$ cat config.mk
export PLATFORM = sky130hd
export DESIGN_NAME = frame_reader_vga_flat
export DESIGN_NICKNAME = d
export VERILOG_FILES = /design/src/rtl/frame_reader_vga_pkg.sv /design/src/rtl/frame_reader_vga_if.sv /design/src/rtl/frame_reader_vga_timing.sv /design/src/rtl/frame_reader_vga.sv /design/src/flat_wrapper.sv
export SDC_FILE = /design/constraint.sdc
export NUM_CORES = 1
export LEC_CHECK = 0
export ABC_AREA = 1
export CAP_MARGIN = 20
export CORE_MARGIN = 2
export CORE_UTILIZATION = 35
export CTS_BUF_LIST = sky130_fd_sc_hd__clkbuf_2 sky130_fd_sc_hd__clkbuf_4 sky130_fd_sc_hd__clkbuf_8
export CTS_CLUSTER_DIAMETER = 60
export CTS_CLUSTER_SIZE = 12
export DETAILED_ROUTE_END_ITERATION = 8
export SLEW_MARGIN = 20
export SYNTH_ARGS = -nofsm -noshare
export SYNTH_HDL_FRONTEND = slang
export SYNTH_SLANG_ARGS = --single-unit
export TNS_END_PERCENT = 5
$ cat constraint.sdc
create_clock -name clk -period 2.5 [get_ports clk]
set_clock_uncertainty 0.2 [all_clocks]
set_input_delay 0.5 -clock clk [delete_from_list [all_inputs] [get_ports clk]]
set_output_delay 0.5 -clock clk [all_outputs]
set_load 0.01 [all_outputs]
$ cat src/rtl/frame_reader_vga_pkg.sv
// Shared constants and types for the VGA frame reader: 640x480@60 timing,
// RGB332 pixel width, genram address width and the sideband control bundle.
package frame_reader_vga_pkg;

  localparam int VGA_H_ACTIVE = 640;
  localparam int VGA_H_FP     = 16;
  localparam int VGA_H_SYNC   = 96;
  localparam int VGA_H_BP     = 48;
  localparam int VGA_V_ACTIVE = 480;
  localparam int VGA_V_FP     = 10;
  localparam int VGA_V_SYNC   = 2;
  localparam int VGA_V_BP     = 33;

  localparam int RGB_W  = 8;
  localparam int ADDR_W = 17;
  localparam int CNT_W  = 10;

  typedef logic [RGB_W-1:0]  rgb_t;
  typedef logic [ADDR_W-1:0] addr_t;
  typedef logic [CNT_W-1:0]  cnt_t;

  // Sync/enable bits travelling alongside the RAM read, one stage per clock.
  typedef struct packed {
    logic hsync;
    logic vsync;
    logic de;
    logic img;
  } vga_ctl_t;

  localparam vga_ctl_t CTL_IDLE = '{hsync: 1'b1, vsync: 1'b1, de: 1'b0, img: 1'b0};

endpackage

$ cat src/rtl/frame_reader_vga_if.sv
// genram read port as seen by the frame reader (master) and the RAM (slave).
interface frame_reader_vga_if;
  import frame_reader_vga_pkg::*;

  addr_t rd_addr;
  logic  rd_en;
  rgb_t  data_in;

  modport master (output rd_addr, output rd_en, input data_in);
  modport slave  (input rd_addr, input rd_en, output data_in);

endinterface

$ cat src/rtl/frame_reader_vga_timing.sv
// Raster counters for the VGA scan: raw sync/enable, line/frame wrap strobes
// and a frame_start pulse aligned with the counter state 0,0.
module vga_timing
  import frame_reader_vga_pkg::*;
#(
  parameter int H_ACTIVE = VGA_H_ACTIVE,
  parameter int H_FP     = VGA_H_FP,
  parameter int H_SYNC   = VGA_H_SYNC,
  parameter int H_BP     = VGA_H_BP,
  parameter int V_ACTIVE = VGA_V_ACTIVE,
  parameter int V_FP     = VGA_V_FP,
  parameter int V_SYNC   = VGA_V_SYNC,
  parameter int V_BP     = VGA_V_BP
) (
  input  logic clk,
  input  logic rst,
  output cnt_t hcnt,
  output cnt_t vcnt,
  output logic hsync,
  output logic vsync,
  output logic de,
  output logic line_end,
  output logic frame_wrap,
  output logic frame_start
);

  localparam int H_TOTAL = H_ACTIVE + H_FP + H_SYNC + H_BP;
  localparam int V_TOTAL = V_ACTIVE + V_FP + V_SYNC + V_BP;

  cnt_t hcnt_q, hcnt_d;
  cnt_t vcnt_q, vcnt_d;
  logic frame_start_q, frame_start_d;

  // NOTE: every variable assigned in always_comb gets a default first, so no
  // path leaves it unassigned and no latch is inferred.
  always_comb begin
    hcnt_d     = hcnt_q + cnt_t'(1);
    vcnt_d     = vcnt_q;
    line_end   = (hcnt_q == cnt_t'(H_TOTAL - 1));
    frame_wrap = line_end && (vcnt_q == cnt_t'(V_TOTAL - 1));
    if (line_end) begin
      hcnt_d = '0;
      vcnt_d = frame_wrap ? '0 : vcnt_q + cnt_t'(1);
    end
    // Registered from the next state so the pulse coincides with 0,0.
    frame_start_d = (hcnt_d == '0) && (vcnt_d == '0);
  end

  // NOTE: sequential state uses non-blocking assignments only; the reset is
  // synchronous, so it is just the first branch inside the clocked block.
  always_ff @(posedge clk) begin
    if (!rst) begin
      hcnt_q        <= '0;
      vcnt_q        <= '0;
      frame_start_q <= 1'b0;
    end else begin
      hcnt_q        <= hcnt_d;
      vcnt_q        <= vcnt_d;
      frame_start_q <= frame_start_d;
    end
  end

  assign hcnt        = hcnt_q;
  assign vcnt        = vcnt_q;
  assign frame_start = frame_start_q;
  assign de          = (hcnt_q < cnt_t'(H_ACTIVE)) && (vcnt_q < cnt_t'(V_ACTIVE));
  assign hsync       = !((hcnt_q >= cnt_t'(H_ACTIVE + H_FP)) &&
                         (hcnt_q <  cnt_t'(H_ACTIVE + H_FP + H_SYNC)));
  assign vsync       = !((vcnt_q >= cnt_t'(V_ACTIVE + V_FP)) &&
                         (vcnt_q <  cnt_t'(V_ACTIVE + V_FP + V_SYNC)));

endmodule

$ cat src/rtl/frame_reader_vga.sv
// Scans the camera frame buffer in raster order and drives VGA with each stored
// pixel upscaled to a 2^SCALE square; two-clock pipeline counter -> RAM -> pins.
module frame_reader_vga
  import frame_reader_vga_pkg::*;
#(
  parameter int   IMG_W    = 160,
  parameter int   IMG_H    = 120,
  parameter int   SCALE    = 2,
  parameter rgb_t BORDER   = 8'h00,
  parameter rgb_t BLANK    = 8'h00,
  parameter int   H_ACTIVE = VGA_H_ACTIVE,
  parameter int   H_FP     = VGA_H_FP,
  parameter int   H_SYNC   = VGA_H_SYNC,
  parameter int   H_BP     = VGA_H_BP,
  parameter int   V_ACTIVE = VGA_V_ACTIVE,
  parameter int   V_FP     = VGA_V_FP,
  parameter int   V_SYNC   = VGA_V_SYNC,
  parameter int   V_BP     = VGA_V_BP
) (
  input  logic                      clk,
  input  logic                      rst,
  input  logic                      frame_done,
  frame_reader_vga_if.master        ram,
  output logic                      vga_hsync,
  output logic                      vga_vsync,
  output logic                      vga_de,
  output rgb_t                      vga_rgb,
  output logic                      frame_start
);

  localparam cnt_t IMG_XE   = cnt_t'(IMG_W << SCALE);
  localparam cnt_t IMG_YE   = cnt_t'(IMG_H << SCALE);
  localparam cnt_t SUB_MASK = cnt_t'((1 << SCALE) - 1);

  cnt_t hcnt, vcnt;
  logic hs_raw, vs_raw, de_raw, line_end, frame_wrap;

  vga_timing #(
    .H_ACTIVE(H_ACTIVE), .H_FP(H_FP), .H_SYNC(H_SYNC), .H_BP(H_BP),
    .V_ACTIVE(V_ACTIVE), .V_FP(V_FP), .V_SYNC(V_SYNC), .V_BP(V_BP)
  ) u_timing (
    .clk        (clk),
    .rst        (rst),
    .hcnt       (hcnt),
    .vcnt       (vcnt),
    .hsync      (hs_raw),
    .vsync      (vs_raw),
    .de         (de_raw),
    .line_end   (line_end),
    .frame_wrap (frame_wrap),
    .frame_start(frame_start)
  );

  addr_t    line_base_q, line_base_d;
  addr_t    rd_addr_q, rd_addr_d;
  logic     rd_en_q, rd_en_d;
  logic     have_frame_q, have_frame_d;
  logic     show_frame_q, show_frame_d;
  vga_ctl_t ctl_q, ctl_d;
  logic     hsync_q, vsync_q, de_q;
  rgb_t     rgb_q, rgb_d;
  logic     in_img, row_in_img, at_origin;

  always_comb begin
    row_in_img = vcnt < IMG_YE;
    in_img     = de_raw && (hcnt < IMG_XE) && row_in_img;
    at_origin  = (hcnt == '0) && (vcnt == '0);

    // Row base advances once per 2^SCALE screen lines instead of multiplying.
    line_base_d = line_base_q;
    if (frame_wrap)
      line_base_d = '0;
    else if (line_end && row_in_img && ((vcnt & SUB_MASK) == SUB_MASK))
      line_base_d = line_base_q + addr_t'(IMG_W);

    rd_en_d   = in_img;
    rd_addr_d = in_img ? line_base_q + addr_t'(hcnt >> SCALE) : rd_addr_q;
    ctl_d     = '{hsync: hs_raw, vsync: vs_raw, de: de_raw, img: in_img};

    // The shown frame only changes at the top-left corner, so no tearing.
    have_frame_d = have_frame_q | frame_done;
    show_frame_d = at_origin ? (have_frame_q | frame_done) : show_frame_q;

    rgb_d = BORDER;
    if (!ctl_q.de)
      rgb_d = '0;
    else if (ctl_q.img)
      rgb_d = show_frame_q ? ram.data_in : BLANK;
  end

  always_ff @(posedge clk) begin
    if (!rst) begin
      line_base_q  <= '0;
      rd_addr_q    <= '0;
      rd_en_q      <= 1'b0;
      have_frame_q <= 1'b0;
      show_frame_q <= 1'b0;
      ctl_q        <= CTL_IDLE;
      hsync_q      <= 1'b1;
      vsync_q      <= 1'b1;
      de_q         <= 1'b0;
      rgb_q        <= '0;
    end else begin
      line_base_q  <= line_base_d;
      rd_addr_q    <= rd_addr_d;
      rd_en_q      <= rd_en_d;
      have_frame_q <= have_frame_d;
      show_frame_q <= show_frame_d;
      ctl_q        <= ctl_d;
      hsync_q      <= ctl_q.hsync;
      vsync_q      <= ctl_q.vsync;
      de_q         <= ctl_q.de;
      rgb_q        <= rgb_d;
    end
  end

  assign ram.rd_addr = rd_addr_q;
  assign ram.rd_en   = rd_en_q;
  assign vga_hsync   = hsync_q;
  assign vga_vsync   = vsync_q;
  assign vga_de      = de_q;
  assign vga_rgb     = rgb_q;

endmodule

$ cat src/flat_wrapper.sv
// flat-port wrapper written by rule: the top's interface ports become plain ports
module frame_reader_vga_flat import frame_reader_vga_pkg::*;
#(
  parameter int   IMG_W    = 160,
  parameter int   IMG_H    = 120,
  parameter int   SCALE    = 2,
  parameter rgb_t BORDER   = 8'h00,
  parameter rgb_t BLANK    = 8'h00,
  parameter int   H_ACTIVE = VGA_H_ACTIVE,
  parameter int   H_FP     = VGA_H_FP,
  parameter int   H_SYNC   = VGA_H_SYNC,
  parameter int   H_BP     = VGA_H_BP,
  parameter int   V_ACTIVE = VGA_V_ACTIVE,
  parameter int   V_FP     = VGA_V_FP,
  parameter int   V_SYNC   = VGA_V_SYNC,
  parameter int   V_BP     = VGA_V_BP
)
  (clk, rst, frame_done, vga_hsync, vga_vsync, vga_de, vga_rgb, frame_start, ram_rd_addr, ram_rd_en, ram_data_in);
  frame_reader_vga_if ram_i ();
  input  logic clk;
  input  logic rst;
  input  logic frame_done;
  output logic vga_hsync;
  output logic vga_vsync;
  output logic vga_de;
  output rgb_t vga_rgb;
  output logic frame_start;
  output wire logic [$bits(ram_i.rd_addr)-1:0] ram_rd_addr;
  output wire logic [$bits(ram_i.rd_en)-1:0] ram_rd_en;
  input wire logic [$bits(ram_i.data_in)-1:0] ram_data_in;
  assign ram_rd_addr = ram_i.rd_addr;
  assign ram_rd_en = ram_i.rd_en;
  assign ram_i.data_in = ram_data_in;
  frame_reader_vga #(.IMG_W(IMG_W), .IMG_H(IMG_H), .SCALE(SCALE), .BORDER(BORDER), .BLANK(BLANK), .H_ACTIVE(H_ACTIVE), .H_FP(H_FP), .H_SYNC(H_SYNC), .H_BP(H_BP), .V_ACTIVE(V_ACTIVE), .V_FP(V_FP), .V_SYNC(V_SYNC), .V_BP(V_BP)) u_core (.clk(clk), .rst(rst), .frame_done(frame_done), .ram(ram_i), .vga_hsync(vga_hsync), .vga_vsync(vga_vsync), .vga_de(vga_de), .vga_rgb(vga_rgb), .frame_start(frame_start));
endmodule
==> reports/metrics.csv, run 1 <==
metric,value,unit
status,"complete, no violations",
n_antenna_cell,0,
drt_wl_total,7490,um
clk_transition_reported_paths,80,ps
finalCriticalPeriod,2210,ps
num_vias,2983,
mostFrequentLayoutCell,nand2_1,
worst_path_largest_cell_delay,460,ps
clkLatencyLatePin,350,ps
wl_per_cell,12.0,um
root_buffer,clkbuf_8,
setup.worst_path.class,flip-flop to flip-flop,
critPathSlowestCell,dfxtp_1,
cts_sinks,66,
dieArea,0.0100,sq mm
die_h,100,um
cts_resized,0,
power,2180,uW
cts_setup_buffers,0,
path_cells,ha_1 > inv_1 > fa_1 > inv_1 > nand2_1 > a21oi_2 > nand3_1 > nor2_1 > xor2_1 > o21bai_1 > inv_1,
ioPinCount,41,
area_growth,23.8,%
drive_gt1_frac,0.0900,
syn_nets,478,
p_leak,0.00174,uW
grt_pass1_wl,12900,um
tightest_slew,432,ps
ff_latch_area,0.00132,sq mm
critPathArrivalTime,2260,ps
yosysWarnings,0,
grt_pass1_vias,2858,
synth-seq-cells,66,
peakVddDrop,0.217,mV
cp-end-kind,flip-flop,
synth_cells,458,
fmax,453,MHz
required,2550,ps
synth_area_per_cell,7.05,sq um
die_x,100,um
finalSetupViolCount,0,
gp_congestion,0.909,
cp_max_fo,5,
r2r_cells,11,
rows,35,
place_ws,194,ps
yosysUniqueCellTypes,33,
gr-usage-all-layers,0.160,
worst_hold_path_type,flip-flop to flip-flop,
cts_buffers,9,
synth_top_area_cell,dfxtp_1,
slew_headroom,0.711,
clockBufferDepth,2,
fill_cells,947,
synth_top_area_share,0.409,
htree_levels,3,
syn_area,0.00323,sq mm
mostFrequentLayoutCells,"100 x nand2_1, 67 x inv_1, 66 x dfxtp_1",
final.setup.tns,0,ps
hold_depth,1,
nNetsFinal,526,
cts_tree,yes,
first_iter_violations,157,
initial_core_util,0.354,
critical_path.most_common_cell,inv_1,
maxSlewViolCount,0,
grt_max_degree,29,
r2r-start,u_core.u_timing.hcnt[7],
viasPerCell,4.80,
worst_slack,294,ps
r2r_setup_slack,290,ps
period_share,0.883,
whs_endpoint,u_core.vga_vsync,
dr.pass1.iters,4,
hold_viol,0,
grt_setup_unrepaired,no,
core_area,0.00911,sq mm
p_per_area,547,mW/mm^2
drv_cap,0,
antenna_found_initial,0,
yosys-top-cells-area,"dfxtp_1 41%, nand2_1 12%, inv_1 7.8%",
r2r_end,u_core.ram.rd_addr[15],
drtAntennaViolNets,0,
multi_input_area,0.00159,sq mm
seq_area_frac_synth,0.409,
cts_hold_buf,0,
drcViolationCount,0,
grt-ovfl-total,0,
min-delay-start,u_core.ctl_q[2],
hpwl,5690,um
startpoint_type,flip-flop,
port_buffers,40,
-- per-layer routing --
layer  global-route usage  vias up  wire length, um
li1                     -     1558                -
met1                0.204     1328             3570
met2                0.270       82             3350
met3               0.0306       15              432
met4               0.0590        0              125
met5                    0        -                0
-- power breakdown --
group / internal [uW] / switching, uW / total (uW)
logic: 44.7 / 46.7 / 91.3
registers: 1060 / 8.41 / 1070
clock network: 570 / 451 / 1020
-- state kept, by name (all words and copies together), names as in the netlist --
signal and count:
u_core.ctl_q 3, u_core.have_frame_q 1, u_core.line_base_q 12, u_core.ram.rd_addr 17
u_core.show_frame_q 1, u_core.u_timing.frame_start 1, u_core.u_timing.hcnt 10, u_core.u_timing.vcnt 10
u_core.vga_de 1, u_core.vga_hsync 1, u_core.vga_rgb 8, u_core.vga_vsync 1
-- worst max-delay path: cells and delay by family, from the launching register on --
kind | cells | cell delay, ps
compound gates | 2 | 300
xor+xnor | 1 | 80
fa+ha+maj | 2 | 560
buf+inv | 3 | 160
flops | 1 | 460
simple gates | 3 | 340
-- worst max path at each step --
stage | cells after the start | end | from
after CTS | 11 | u_core.ram.rd_addr[15] | u_core.u_timing.hcnt[7]
after global placement | 11 | u_core.ram.rd_addr[15] | u_core.u_timing.hcnt[7]
after detailed placement | 11 | u_core.ram.rd_addr[15] | u_core.u_timing.hcnt[7]
final | 11 | u_core.ram.rd_addr[15] | u_core.u_timing.hcnt[7]
after global routing | 11 | u_core.ram.rd_addr[15] | u_core.u_timing.hcnt[7]
after floorplan | 11 | u_core.ram.rd_addr[15] | u_core.u_timing.hcnt[7]
-- cell usage after synthesis --
cell and instances:
o21bai_1 1, nand4_4 1, o211ai_1 1, nor2_8 1
o2111ai_1 1, xnor2_1 1, inv_4 1, nor3b_2 2
fa_1 1, or2_0 1, nor2_4 4, o21a_1 2
buf_4 1, o21ai_1 3, inv_2 7, nand3_2 2
nand2_2 3, xor2_1 9, buf_2 3, nor4_1 3
nand3_1 30, nor3_1 7, nor2_1 59, o21ai_0 23
nand4_1 12, or2_2 3, a211oi_1 1, a21oi_1 30
dfxtp_1 66, clkbuf_1 4, inv_1 67, ha_1 8
nand2_1 100
-- final cells by class --
cell class / count / area share
Tap cell: 111 / 0.0348
Timing Repair Buffer: 45 / 0.110
Inverter: 75 / 0.0711
Multi-Input combinational cell: 309 / 0.398
Clock buffer: 9 / 0.0310
Clock inverter: 7 / 0.0251
Sequential cell: 66 / 0.331
-- cells by family after synthesis --
family / Yosys count / synth area share
buffers and inverters: 83 / 0.0996
XOR/XNOR: 10 / 0.0271
AND/OR/NAND/NOR: 228 / 0.326
AO/OA/AOI/OAI: 62 / 0.101
adder cells (fa/ha/maj): 9 / 0.0372
flip-flops: 66 / 0.409
-- per-stage QoR --
stage / instance area (sq um) / cells / util / hold slack [ps]
6_report: 4000 / 622 / 0.439 / 216
5_1_grt: 4000 / 622 / 0.439 / 242
4_1_cts: 3990 / 622 / 0.438 / 219
3_5_place_dp: 3770 / 606 / 0.414 / 198
3_3_place_gp: 3770 / 606 / 0.414 / 196
2_1_floorplan: 3230 / 458 / - / 193
Power figures use the tool's default switching activity.
==> run 2, diff against run 1 <==
- DONT_BUFFER_PORTS: not set -> 1
==> reports/metrics.csv, run 2 (synthesis gave the netlist of run 1 again) <==
metric,value,unit
hpwl,5370,um
die_x,100,um
clkLatencyLatePin,340,ps
antenna_found_initial,0,
cts_setup_buffers,0,
hold_depth,2,
cts_buffers,9,
grt-ovfl-total,0,
num_vias,2823,
nNetsFinal,483,
drv_cap,0,
worst_path_largest_cell_delay,450,ps
dieArea,0.0100,sq mm
cp-end-kind,flip-flop,
slew_headroom,0.472,
p_leak,0.00157,uW
cts_resized,0,
grt_pass1_wl,12000,um
path_buf_inv,3,
fmax,449,MHz
worst_hold_path_type,primary input to flip-flop,
drt_wl_total,7100,um
top_usage_layer,met2,
critPathTopFamily,adder cells,
grt_setup_unrepaired,no,
critPathArrivalTime,2260,ps
path_cells,ha_1 > inv_1 > fa_1 > inv_1 > nand2_1 > a21oi_1 > nand3_1 > nor2_1 > xor2_1 > o21bai_1 > inv_1,
mostFrequentLayoutCell,nand2_1,
area_growth,9.61,%
r2r_cells,11,
rows,35,
first_iter_violations,109,
grt_max_degree,29,
drcViolationCount,0,
final.setup.tns,0,ps
hold_viol,0,
gp_congestion,0.867,
root_buffer,clkbuf_8,
cp-startpoint,u_core.u_timing.hcnt[7],
min-delay-start,rst,
setup.worst_path.class,flip-flop to flip-flop,
crit_end,u_core.ram.rd_addr[15],
critical_path.most_common_cell,inv_1,
r2r-start,u_core.u_timing.hcnt[7],
ioPinCount,41,
port_buffers,0,
period_share,0.890,
drive_gt1_frac,0.0897,
status,"complete, no violations",
r2r_setup_slack,270,ps
drtAntennaViolNets,0,
viasPerCell,4.88,
htree_levels,3,
use_met1,0.188,
cts_sinks,66,
cp.depth,11,
postPlaceCellArea,0.00334,sq mm
peakVddDrop,0.191,mV
design_area,0.00354,sq mm
grt_use_met3,0.0432,
core_area,0.00911,sq mm
initial_core_util,0.354,
largest_register_ffs,17,
required,2540,ps
startpoint_type,flip-flop,
die_h,100,um
grt_pass1_vias,2640,
critPathSlowestCell,dfxtp_1,
cp_max_fo,5,
clockBufferDepth,2,
use_met2,0.248,
cts_tree,yes,
maxSlewViolCount,0,
p_per_area,567,mW/mm^2
n_antenna_cell,0,
hold_ws,63.1,ps
tightest_slew,791,ps
finalSetupViolCount,0,
dr.pass1.iters,6,
wl_per_cell,12.3,um
r2r_end,u_core.ram.rd_addr[15],
gr-usage-all-layers,0.150,
mostFrequentLayoutCells,"100 x nand2_1, 67 x inv_1, 66 x dfxtp_1",
finalCriticalPeriod,2230,ps
clk_transition_reported_paths,80,ps
cts_hold_buf,0,
-- run 2: changes by cell type in the layout (fill, tap and decap cells not counted), sizes merged --
cell,delta
clkdlybuf4s50,-40
buf,-3
inv,-2
clkinvlp,+1
bufinv,-1
clkinv,+2
-- run 2: area by class of cell --
class / instances / area (sq um)
clock buffers: 9 / 124
clock inverters: 7 / 70.1
fillers: 947 / 5570
well taps: 111 / 139
flip-flops and latches: 66 / 1320
multi-input cells: 309 / 1590
repair buffers: 2 / 15.0
inverters: 75 / 284
-- run 2: per-layer routing --
layer,part of all wire,vias up
met1,0.47,1276
met2,0.46,77
met4,0.010,0
met3,0.061,7
li1,-,1463
met5,0,-
-- run 2: power breakdown --
group | leakage, uW | internal, uW | switching [uW]
sequential | 0.000534 | 1060 | 12.6
clock | 0.0000990 | 458 | 418
combinational | 0.000935 | 18.5 | 33.0
-- run 2: how the worst min path moves through the flow --
| stage | to | slack (ps) |
|---|---|---|
| final | u_core.u_timing.hcnt[1] | 60 |
| after CTS | u_core.u_timing.hcnt[1] | 50 |
| after global placement | u_core.vga_hsync | 200 |
| after floorplan | u_core.vga_hsync | 190 |
| after detailed placement | u_core.vga_hsync | 200 |
| after global routing | u_core.u_timing.hcnt[1] | 50 |
-- run 2: stage by stage --
step            util  std cells  worst slack (ps)  power [uW]
3_5_place_dp   0.367        563               310        1150
5_1_grt        0.388        579              71.9        2100
4_1_cts        0.388        579               268        2030
3_3_place_gp   0.367        563               355        1150
2_1_floorplan      -        458               382        1140
6_report       0.388        579               274        2010
==> run 3, diff against run 2 <==
- CELL_PAD_IN_SITES_DETAIL_PLACEMENT: not set -> 0
- CELL_PAD_IN_SITES_GLOBAL_PLACEMENT: not set -> 2
- MAX_ROUTING_LAYER: not set -> met4
- PLACE_DENSITY: not set -> 0.79
==> reports/metrics.csv, run 3 (synthesis gave the netlist of run 1 again) <==
metric,value,unit
final.setup.tns,0,ps
hpwl,5830,um
die_x,100,um
design_area,0.00356,sq mm
ioPinCount,41,
p_leak,0.00157,uW
drive_gt1_frac,0.0938,
viasPerCell,4.79,
initial_core_util,0.354,
cts_buffers,9,
grt_pass1_vias,2580,
antenna_found_initial,0,
core_area,0.00911,sq mm
dieArea,0.0100,sq mm
mostFrequentLayoutCells,"100 x nand2_1, 67 x inv_1, 66 x dfxtp_1",
cts_resized,0,
rows,35,
maxSlewViolCount,0,
worst_hold_path_type,primary input to flip-flop,
num_vias,2777,
mostFrequentLayoutCell,nand2_1,
root_buffer,clkbuf_8,
die_h,100,um
area_growth,10.2,%
finalCriticalPeriod,2210,ps
hold_viol,0,
cts_tree,yes,
n_antenna_cell,0,
status,"complete, no violations",
cts_sinks,66,
drv_cap,0,
gr-usage-all-layers,0.167,
finalSetupViolCount,0,
htree_levels,3,
clockBufferDepth,2,
drtAntennaViolNets,0,
port_buffers,0,
fmax,452,MHz
p_per_area,579,mW/mm^2
required,2540,ps
grt_max_degree,29,
grt_pass1_wl,12700,um
slew_headroom,0.445,
first_iter_violations,90,
setup.worst_path.class,flip-flop to flip-flop,
peakVddDrop,0.262,mV
nNetsFinal,484,
clk_transition_reported_paths,80,ps
dr.pass1.iters,5,
cp_max_fo,5,
clkLatencyLatePin,340,ps
drt_wl_total,7760,um
cts_hold_buf,0,
post-route-util,0.391,
largest_register_ffs,17,
cp-end-kind,flip-flop,
gp_congestion,0.847,
wl_per_cell,13.4,um
startpoint_type,flip-flop,
cts_setup_buffers,0,
critPathArrivalTime,2260,ps
tightest_slew,831,ps
period_share,0.886,
grt-ovfl-total,0,
postPlaceCellArea,0.00335,sq mm
drcViolationCount,0,
grt_setup_unrepaired,no,
==> run 3: cell types whose count changed in the layout (fill, tap and decap cells not counted) <==
cell,previous run,this run
buf_4,2,3
a21oi_2,0,1
a21oi_1,30,29
inv_6,0,2
clkinv_2,3,1
==> run 3: metrics by stage <==
step | worst slack, ps | total power (uW) | hold slack (ps) | cells
floorplan | 382 | 1140 | 193 | 458
global placement | 246 | 1160 | 199 | 564
detailed placement | 223 | 1160 | 205 | 564
CTS | 201 | 2090 | 39.0 | 580
global route | 45.1 | 2150 | 34.2 | 580
finish | 286 | 2060 | 54.4 | 580
==> run 3: cell type report <==
class / count / area, sq um
Fill cell: 996 / 5550
Multi-Input combinational cell: 309 / 1590
Sequential cell: 66 / 1320
Inverter: 75 / 284
Tap cell: 111 / 139
Clock buffer: 9 / 124
Clock inverter: 7 / 77.6
Timing Repair Buffer: 3 / 22.5
==> run 3: worst max-delay path, stage by stage (launching register included) <==
cell,delay (ps)
dfxtp_1,470
ha_1,210
inv_1,50
fa_1,360
inv_1,70
nand2_1,70
a21oi_2,190
nand3_1,130
nor2_1,130
xor2_1,70
o21bai_1,120
inv_1,50
==> run 3: routing by layer <==
metal,GRT usage,routed length (um),vias to the layer above
li1,-,-,1469
met1,0.208,3650,1264
met2,0.269,3830,38
met3,0.0313,196,6
met4,0.0674,80,0
met5,-,0,-
==> run 3: worst paths after layout <==
path	from	to	slack, ps	depth (start not counted)
worst max-delay path	u_core.u_timing.hcnt[7]	u_core.ram.rd_addr[15]	290	11
worst min-delay path	ram_data_in[7]	u_core.vga_rgb[7]	50	2
worst max register to register	u_core.u_timing.hcnt[7]	u_core.ram.rd_addr[15]	290	11
worst min register to register	u_core.ctl_q[3]	u_core.vga_hsync	220	1
==> run 3: power by group <==
part           switching, uW  total, uW  leakage [uW]  internal [uW]
Combinational           34.0       53.4      0.000940           19.4
Clock                    460        929      0.000100            469
Sequential              13.0       1080      0.000534           1060
Total                    507       2060       0.00157           1550
